$ cat config.mk
export PLATFORM = sky130hd
export DESIGN_NAME = xalu_muldiv
export DESIGN_NICKNAME = d
export VERILOG_FILES = /design/src/rtl/xalu_muldiv.sv
export SDC_FILE = /design/constraint.sdc
export NUM_CORES = 2
export LEC_CHECK = 0
export BUFFER_PORTS_ARGS = -buffer_cell sky130_fd_sc_hd__buf_2
export CAP_MARGIN = 20
export CORE_MARGIN = 2
export CORE_UTILIZATION = 45
export DETAILED_ROUTE_END_ITERATION = 8
export PLACE_DENSITY = 0.69
export SLEW_MARGIN = 20
export SYNTH_ARGS = -nofsm -noshare
export SYNTH_HDL_FRONTEND = slang
export SYNTH_SLANG_ARGS = --single-unit
export TNS_END_PERCENT = 5
$ cat constraint.sdc
create_clock -name clk -period 11.25 [get_ports clk]
set_input_delay 3.375 -clock clk [delete_from_list [all_inputs] [get_ports clk]]
set_output_delay 3.375 -clock clk [all_outputs]
set_load 0.05 [all_outputs]
$ cat src/rtl/xalu_muldiv.sv
// xalu_muldiv: multi-cycle integer multiply/divide unit holding the
// architectural HI/LO registers for the execute stage.
// mult/multu/mul complete after MUL_LAT busy cycles; div/divu use a radix-2
// restoring divider (32 iterations plus a sign-fixup cycle).
// Optional build macro XALU_DIV_EARLY_EN: divides whose quotient is trivially
// zero (divisor 0 or |dividend| < |divisor|) skip the iteration phase.
module xalu_muldiv #(
  parameter int MUL_LAT = 4
) (
  input  logic        clk,
  input  logic        reset,
  input  logic        start,
  input  logic [2:0]  op,
  input  logic [31:0] a,
  input  logic [31:0] b,
  input  logic        flush,
  output logic        busy,
  output logic [31:0] hi,
  output logic [31:0] lo,
  output logic [31:0] mul_result,
  output logic        mul_valid
);

  localparam logic [2:0] OP_MULT  = 3'd0;
  localparam logic [2:0] OP_MULTU = 3'd1;
  localparam logic [2:0] OP_DIV   = 3'd2;
  localparam logic [2:0] OP_DIVU  = 3'd3;
  localparam logic [2:0] OP_MTHI  = 3'd4;
  localparam logic [2:0] OP_MTLO  = 3'd5;
  localparam logic [2:0] OP_MUL   = 3'd6;

  localparam logic [4:0] MUL_CNT_INIT = 5'(MUL_LAT - 1);
  localparam logic [4:0] DIV_LAST     = 5'd31;

`ifdef XALU_DIV_EARLY_EN
  localparam logic EARLY_EN = 1'b1;
`else
  localparam logic EARLY_EN = 1'b0;
`endif

  typedef enum logic [1:0] {
    ST_IDLE = 2'd0,
    ST_MUL  = 2'd1,
    ST_DIV  = 2'd2,
    ST_FIX  = 2'd3
  } state_t;

  state_t      state_r;
  logic [4:0]  cnt_r;
  logic        busy_r;
  logic [31:0] hi_r;
  logic [31:0] lo_r;
  logic [31:0] mul_result_r;
  logic        mul_valid_r;

  // Operands captured at issue
  logic [31:0] a_r;
  logic [31:0] b_r;
  logic        mul_signed_r;
  logic        mul_low_r;

  // Divider state
  logic [31:0] quo_r;
  logic [31:0] rem_r;
  logic [31:0] dvs_r;
  logic        q_neg_r;
  logic        r_neg_r;
  logic        div_zero_r;
  logic        early_r;

  // Combinational helpers
  logic        div_signed_s;
  logic [31:0] a_mag_s;
  logic [31:0] b_mag_s;
  logic        early_s;
  logic [63:0] a_ext_s;
  logic [63:0] b_ext_s;
  logic [63:0] prod_s;
  logic [32:0] rem_shift_s;
  logic        rem_ge_s;
  logic [31:0] rem_sub_s;
  logic [31:0] rem_next_s;
  logic [31:0] quo_next_s;
  logic [31:0] q_fix_s;
  logic [31:0] r_fix_s;

  // Operand magnitudes and early-out detection for a divide being issued.
  always_comb begin
    div_signed_s = (op == OP_DIV);
    a_mag_s      = (div_signed_s && a[31]) ? (32'd0 - a) : a;
    b_mag_s      = (div_signed_s && b[31]) ? (32'd0 - b) : b;
    early_s      = EARLY_EN && ((b_mag_s == 32'd0) || (a_mag_s < b_mag_s));
  end

  // 64-bit product of the captured operands; low 64 bits of the
  // sign/zero-extended product are exact for both signednesses.
  always_comb begin
    a_ext_s = {{32{mul_signed_r & a_r[31]}}, a_r};
    b_ext_s = {{32{mul_signed_r & b_r[31]}}, b_r};
    prod_s  = a_ext_s * b_ext_s;
  end

  // One restoring-division step: shift in the next dividend bit and subtract
  // the divisor when it fits (the difference always fits in 32 bits).
  always_comb begin
    rem_shift_s = {rem_r, quo_r[31]};
    rem_ge_s    = (rem_shift_s >= {1'b0, dvs_r});
    rem_sub_s   = rem_shift_s[31:0] - dvs_r;
    if (rem_ge_s) begin
      rem_next_s = rem_sub_s;
    end else begin
      rem_next_s = rem_shift_s[31:0];
    end
    quo_next_s = {quo_r[30:0], rem_ge_s};
  end

  // Sign fixup: quotient negative when signs differ, remainder follows dividend.
  always_comb begin
    q_fix_s = q_neg_r ? (32'd0 - quo_r) : quo_r;
    r_fix_s = r_neg_r ? (32'd0 - rem_r) : rem_r;
  end

  // Control FSM, operand capture, divider iteration and architectural registers.
  always_ff @(posedge clk) begin
    if (reset) begin
      state_r      <= ST_IDLE;
      cnt_r        <= 5'd0;
      busy_r       <= 1'b0;
      hi_r         <= 32'd0;
      lo_r         <= 32'd0;
      mul_result_r <= 32'd0;
      mul_valid_r  <= 1'b0;
      a_r          <= 32'd0;
      b_r          <= 32'd0;
      mul_signed_r <= 1'b0;
      mul_low_r    <= 1'b0;
      quo_r        <= 32'd0;
      rem_r        <= 32'd0;
      dvs_r        <= 32'd0;
      q_neg_r      <= 1'b0;
      r_neg_r      <= 1'b0;
      div_zero_r   <= 1'b0;
      early_r      <= 1'b0;
    end else if (flush) begin
      state_r     <= ST_IDLE;
      cnt_r       <= 5'd0;
      busy_r      <= 1'b0;
      mul_valid_r <= 1'b0;
    end else begin
      mul_valid_r <= 1'b0;
      case (state_r)
        ST_IDLE: begin
          if (start) begin
            case (op)
              OP_MULT, OP_MULTU, OP_MUL: begin
                a_r          <= a;
                b_r          <= b;
                mul_signed_r <= (op != OP_MULTU);
                mul_low_r    <= (op == OP_MUL);
                cnt_r        <= MUL_CNT_INIT;
                busy_r       <= 1'b1;
                state_r      <= ST_MUL;
              end
              OP_DIV, OP_DIVU: begin
                a_r        <= a;
                b_r        <= b;
                dvs_r      <= b_mag_s;
                q_neg_r    <= div_signed_s & (a[31] ^ b[31]);
                r_neg_r    <= div_signed_s & a[31];
                div_zero_r <= (b == 32'd0);
                early_r    <= early_s;
                cnt_r      <= 5'd0;
                busy_r     <= 1'b1;
                state_r    <= ST_DIV;
                if (early_s) begin
                  quo_r <= 32'd0;
                  rem_r <= a_mag_s;
                end else begin
                  quo_r <= a_mag_s;
                  rem_r <= 32'd0;
                end
              end
              OP_MTHI: hi_r <= a;
              OP_MTLO: lo_r <= a;
              default: ;
            endcase
          end
        end
        ST_MUL: begin
          if (cnt_r == 5'd0) begin
            if (mul_low_r) begin
              mul_result_r <= prod_s[31:0];
              mul_valid_r  <= 1'b1;
            end else begin
              hi_r <= prod_s[63:32];
              lo_r <= prod_s[31:0];
            end
            busy_r  <= 1'b0;
            state_r <= ST_IDLE;
          end else begin
            cnt_r <= cnt_r - 5'd1;
          end
        end
        ST_DIV: begin
          if (early_r) begin
            state_r <= ST_FIX;
          end else begin
            quo_r <= quo_next_s;
            rem_r <= rem_next_s;
            cnt_r <= cnt_r + 5'd1;
            if (cnt_r == DIV_LAST) begin
              state_r <= ST_FIX;
            end else begin
              state_r <= ST_DIV;
            end
          end
        end
        ST_FIX: begin
          if (div_zero_r) begin
            lo_r <= 32'hFFFF_FFFF;
            hi_r <= a_r;
          end else begin
            lo_r <= q_fix_s;
            hi_r <= r_fix_s;
          end
          busy_r  <= 1'b0;
          state_r <= ST_IDLE;
        end
        default: begin
          busy_r  <= 1'b0;
          state_r <= ST_IDLE;
        end
      endcase
    end
  end

  assign busy       = busy_r;
  assign hi         = hi_r;
  assign lo         = lo_r;
  assign mul_result = mul_result_r;
  assign mul_valid  = mul_valid_r;

endmodule

# Word level (Yosys, flattened, before mapping)
# Cells that the tools add are included.
totals:
  reg_bits: 270
  in_bits: 71
  output_inout_bits: 98
  wordCells: 115
op_classes:
  n_addsub: 7
  n_mul: 1
  n_lt_le_gt_ge: 1
  eq_ne: 20
  muxes: 37
  n_bitwise: 8
  reduce_logical: 24
op_table:
  columns: ["operator", "n"]
  rows:
  - ["2-to-1 mux 32 bit", 19]
  - ["case mux 32 bit (3 select lines)", 2]
  - ["case mux 32 bit (2 select lines)", 2]
  - ["subtractor 1 x 32 -> 32 bit, first input constant", 4]
  - ["multiplier 33 x 33 -> 64 bit", 1]
  - ["greater-or-equal comparator 33 x 32 -> 1 bit", 1]
  - ["logical NOT 32 bit", 1]
  - ["subtractor 32 bit", 1]
  - ["AND reduction 4 bit", 7]
  - ["case mux 5 bit (3 select lines)", 1]
  - ["AND reduction 6 bit", 2]
  - ["2-to-1 mux 5 bit", 2]
  - ["!= test 2 bit, second input constant", 5]
  - ["case mux 5 bit (2 select lines)", 1]
  - ["equality test 3 bit, second input constant", 3]
  - ["case mux 2 bit (4 select lines)", 1]
  - ["equality test 3 x 2 -> 1 bit, second input constant", 2]
  - ["!= test 2 x 1 -> 1 bit, second input constant", 3]
  - ["!= test 3 x 1 -> 1 bit, second input constant", 2]
  - ["nonzero test 3 bit", 2]
  - ["adder 5 x 1 -> 5 bit, second input constant", 1]
  - ["equality test 5 bit, second input constant", 1]
  - ["logical NOT 5 bit", 1]
  - ["2-to-1 mux 1 bit", 5]
  - ["other kinds (19)", 28]

# Logic depth before layout (Yosys ltp)
logic_depth:
  depth_word: 6
  depth_mapped: 31
  mapped_depth_nobuf: 28

# Worst setup path before layout
# OpenSTA, ideal clock, no wires.
synth_path:
  path_kind: "reg2reg"
  from: "register a_r[31]"
  to: "register hi_r[30], in the netlist hi[30]"
  setup_ns: 0.132
  arrival_time_ns: 7.878
  t_required_ns: 11.118
  setup_slack_ns: 3.240
  path_stages_with_launch: 30
  n_path_buf: 3
  period_less_slack_ns: 8.010
  cell_sequence: "dfxtp_1 > clkbuf_1 > and2_1 > clkbuf_1 > nand2_1 > inv_1 > fa_1 > fa_1 > fa_1 > fa_1 > inv_1 > fa_1 > inv_1 > fa_1 > inv_1 > fa_1 > fa_1 > inv_1 > ha_1 > clkbuf_1 > nand2_1 > nor2_1 > nand3_1 > nor2_1 > a21boi_0 > o31ai_1 > a31oi_1 > xnor2_1 > a221oi_1 > nor3_1"
synth_between:
  elab_chain_cells: 5
synth_lines:
  columns: ["element", "line", "source"]
  rows:
  - ["from (decl)", "57", "logic [31:0] a_r;"]
  - ["from (signal assigned)", "133", "a_r <= 32'd0;"]
  - ["from (signal assigned)", "156", "a_r <= a;"]
  - ["from (signal assigned)", "165", "a_r <= a;"]
  - ["AND 1 bit", "98", "a_ext_s = {{32{mul_signed_r & a_r[31]}}, a_r};"]
  - ["multiplier 33 x 33 -> 64 bit (*)", "100", "prod_s = a_ext_s * b_ext_s;"]
  - ["2-to-1 mux 32 bit (*)", "191", "if (mul_low_r) begin"]
  - ["2-to-1 mux 32 bit (*)", "190", "if (cnt_r == 5'd0) begin"]
  - ["case mux 32 bit (3 select lines) (*)", "151", "case (state_r)"]
  - ["to (signal assigned)", "195", "hi_r <= prod_s[63:32];"]
  - ["to (signal assigned)", "221", "hi_r <= a_r;"]
  - ["to (signal assigned)", "224", "hi_r <= r_fix_s;"]
  - ["to (decl)", "51", "logic [31:0] hi_r;"]
# Mark *: on every way between the ends. The rest lies on a longest branch, timed or not. The select of a mux whose other input is x is not followed.
# A chain may end at the register's enable or synchronous reset.

# Worst setup path after layout
layout_path:
  from: "register b_r[6]"
  to: "register hi_r[26], in the netlist hi[26]"
layout_between:
  elab_chain_cells: 4
layout_lines:
  columns: ["element", "line", "source"]
  rows:
  - ["from (decl)", "58", "logic [31:0] b_r;"]
  - ["from (signal assigned)", "134", "b_r <= 32'd0;"]
  - ["from (signal assigned)", "157", "b_r <= b;"]
  - ["from (signal assigned)", "166", "b_r <= b;"]
  - ["multiplier 33 x 33 -> 64 bit", "100", null]
  - ["2-to-1 mux 32 bit", "191", null]
  - ["2-to-1 mux 32 bit", "190", null]
  - ["case mux 32 bit (3 select lines)", "151", null]
# Every way passes these cells. The select of a mux whose other input is x is not followed.

==> out/qor.csv <==
stage,metric,value,unit
drt,drt-total-wl,161000,µm
run,max_cap_viol_count,0,
synth,synthTopCellsByArea,"fa_1 (42%), dfxtp_1 (10%), inv_1 (8.2%), nand2_1 (7.9%), ha_1 (6.0%)",
clocking,numCtsBuffers,31,
critical_path,worst_ep_arrival_time,9.78,ns
timing,setup_viol,0,
critical_path,critical_path.most_common_cell,fa_1,
synth,synth_cells,6309,
critical_path,critPathCaptureType,flip-flop,
timing,holdWs,0.456,ns
clocking,cts_root_buf,clkbuf_16,
global_route,grt_max_degree,112,
critical_path,slowest_stage,dfxtp_1,
global_route,antenna_found_initial,11,
critical_path,cp_top_family,adder cells,
drt,wire_per_inst,20.8,µm
timing,rsz0062_at_grt,no,
place,gp_congestion,0.948,
timing,fin_crit,9.33,ns
synth,yosysMostFrequentCell,inv_1,
clocking,cts_resized,0,
synth,async_flop_share,0,%
synth,yosysTopAreaCellShare,42.1,%
drt,dr.first_iter.drc_count,3601,
critical_path,slowest_delay,1.06,ns
floorplanning,rows,126,
drt,num_vias,43300,
floorplanning,fp.dieW,349,µm
floorplanning,fp.dieH,349,µm
clocking,clk_pin_slew,0.07,ns
floorplanning,die_area,122000,µm²
power,ir_worst_vdd,0.116,mV
global_route,grt.overflow.total,0,
clocking,holdBufCountCts,0,
hold_path,min_path_type,reg2reg,
drt,post-route-drc-count,0,
timing,skew,0.0261,ns
clocking,ctsLongestPathBuffers,3,
drt,dr.pass1.iters,6,
synth,syn_area,53600,µm²
clocking,clock_latency,0.62,ns
timing,max_freq,107,MHz
timing,worst_pin_slew,1.18,ns
finish,syn_to_final_growth,5.70,%
global_route,grt_pass1_wl,254000,µm
place,io_buffer_count,168,
timing,slew_violations,0,
drt,avgViaCountPerCell,5.59,
place,pre_cts_ws,2.05,ns
timing,period_share,82.9,%
timing,hold_violations,0,
timing,setup_tns,0,ns
global_route,grt_usage,26.7,%
floorplanning,core_region_area,118000,µm²
synth,ys_seq_area_share,10.1,%
synth,synth_cell_type_count,70,
critical_path,startpoint_type,flip-flop,
finish,fin_nets,7637,
critical_path,cp_max_fo,22,
timing,slew_headroom,20.9,%
place,dp_hpwl,127000,µm
synth,yosys_warnings,0,
clocking,cts_setup_buffers,0,
drt,drtAntennaViolNets,0,
synth,synth.ff_latch_count,270,
global_route,grt_pass1_vias,44400,
critical_path,cp.required,11.70,ns
outcome,outcome,finished clean,
finish,fillers,11300,
power,power_density,52.9,nW/µm²
finish,final_layout_size_suffix_gt1_share,5.72,%
synth,synth_top_area_cell,fa_1,
power,power.leakage,26.0,nW
synth,synth_area_per_cell,8.49,µm²
clocking,clock_sinks,270,
synth,ys.flop_type,dfxtp_1,
floorplanning,initial_core_util,45.4,%
clocking,htree_levels,1,
critical_path,crit_type,reg2reg,
timing,finalWorstSetupSlack,1.92,ns
synth,synthTopCellsByCount,"inv_1 (1,165), fa_1 (1,127), nand2_1 (1,121)",
floorplanning,io_pins,169,
synth,synth_nets,7763,
clocking,cts_tree,done,
critical_path,crit_buf_inv,7,
synth,synth_edf_count,0,
-- flip-flops by register name, summed over array words and instances (netlist names) --
signal and flops:
div_zero_r 1, b_r 32, dvs_r 32, state_r 2, mul_signed_r 1, mul_valid 1
busy 1, hi 32, q_neg_r 1, quo_r 32, mul_low_r 1, cnt_r 5
a_r 32, mul_result 32, r_neg_r 1, lo 32, rem_r 32
-- layout by cell type (no fill, tap or decap), drive strengths merged, types with 17 or more instances in the layout --
cell and count:
nor2 241, fa 1127, a31oi 19, a21oi 288
o21bai 18, a311oi 20, o21ai 194, or4 19
a21o 49, nand3 36, ha 256, and2 368
o31ai 33, inv 1173, a211oi 65, nand4 24
dfxtp 270, and3 28, xnor2 129, xor2 92
mux2i 23, or3 17, buf 254, a221oi 26
nand2 1121, clkbuf 39, nor3 58, o211ai 19
nor2b 20
-- metrics by stage --
step                      instances  utilization [%]  total power [mW]  cell area [µm²]
after floorplan                6309                -              1.60            53600
after global placement         7684             47.0              1.89            55500
after detailed placement       7685             47.0              1.90            55500
after CTS                      7743             47.9              2.99            56600
after global routing           7744             47.9              3.11            56600
final                          7747             47.9              2.99            56600
-- cells by family after synthesis --
family	after synthesis	share of synthesized area [%]
xor+xnor	221	3.61
fa+ha+maj	1383	48.1
mux	23	0.430
flops	270	10.1
simple gates	1996	16.9
compound gates	838	9.82
buf+inv	1578	11.1
-- area by class of cell --
cell class	count	area (µm²)	area share, %
antenna	3	7.51	0.0133
inverter	1165	4370	7.72
multi-input combinational	4461	42300	74.7
tap	1536	1920	3.39
clock inverter	19	214	0.378
clock buffer	39	856	1.51
timing repair buffer	254	1510	2.67
sequential	270	5410	9.56
-- per-layer routing --
metal	vias to the layer above	wire [µm]	share of wire, %	track usage [%]
met5	-	46	0.029	0
met4	8	7270	4.5	9.89
met3	312	13200	8.2	3.85
met2	1780	76900	48	44.2
met1	22200	63300	39	35.6
li1	19000	-	-	-
-- final timing paths --
| path | startpoint | endpoint | slack [ns] | cells after the start |
|---|---|---|---|---|
| max reg2reg | b_r[6]$_SDFFE_PP0P_ | hi[26]$_SDFFE_PP0P_ | 1.92 | 27 |
| min | mul_result[1]$_SDFFE_PP0P_ | mul_result[1]$_SDFFE_PP0P_ | 0.46 | 2 |
| max | b_r[6]$_SDFFE_PP0P_ | hi[26]$_SDFFE_PP0P_ | 1.92 | 27 |
| min reg2reg | mul_result[1]$_SDFFE_PP0P_ | mul_result[1]$_SDFFE_PP0P_ | 0.46 | 2 |
-- power breakdown --
group          internal (mW)  leakage (nW)  switching, mW
Clock                  0.615         0.522          0.479
Sequential             0.987          2.19         0.0518
Combinational          0.267          23.3          0.591
Total                   1.87          26.0           1.12
-- tightest hold or removal path: stages (launching register included) --
cell and delay, ns:
dfxtp_1 0.31, nand2_1 0.05, a21oi_1 0.05
No activity file was read; power rests on OpenSTA's default activity.
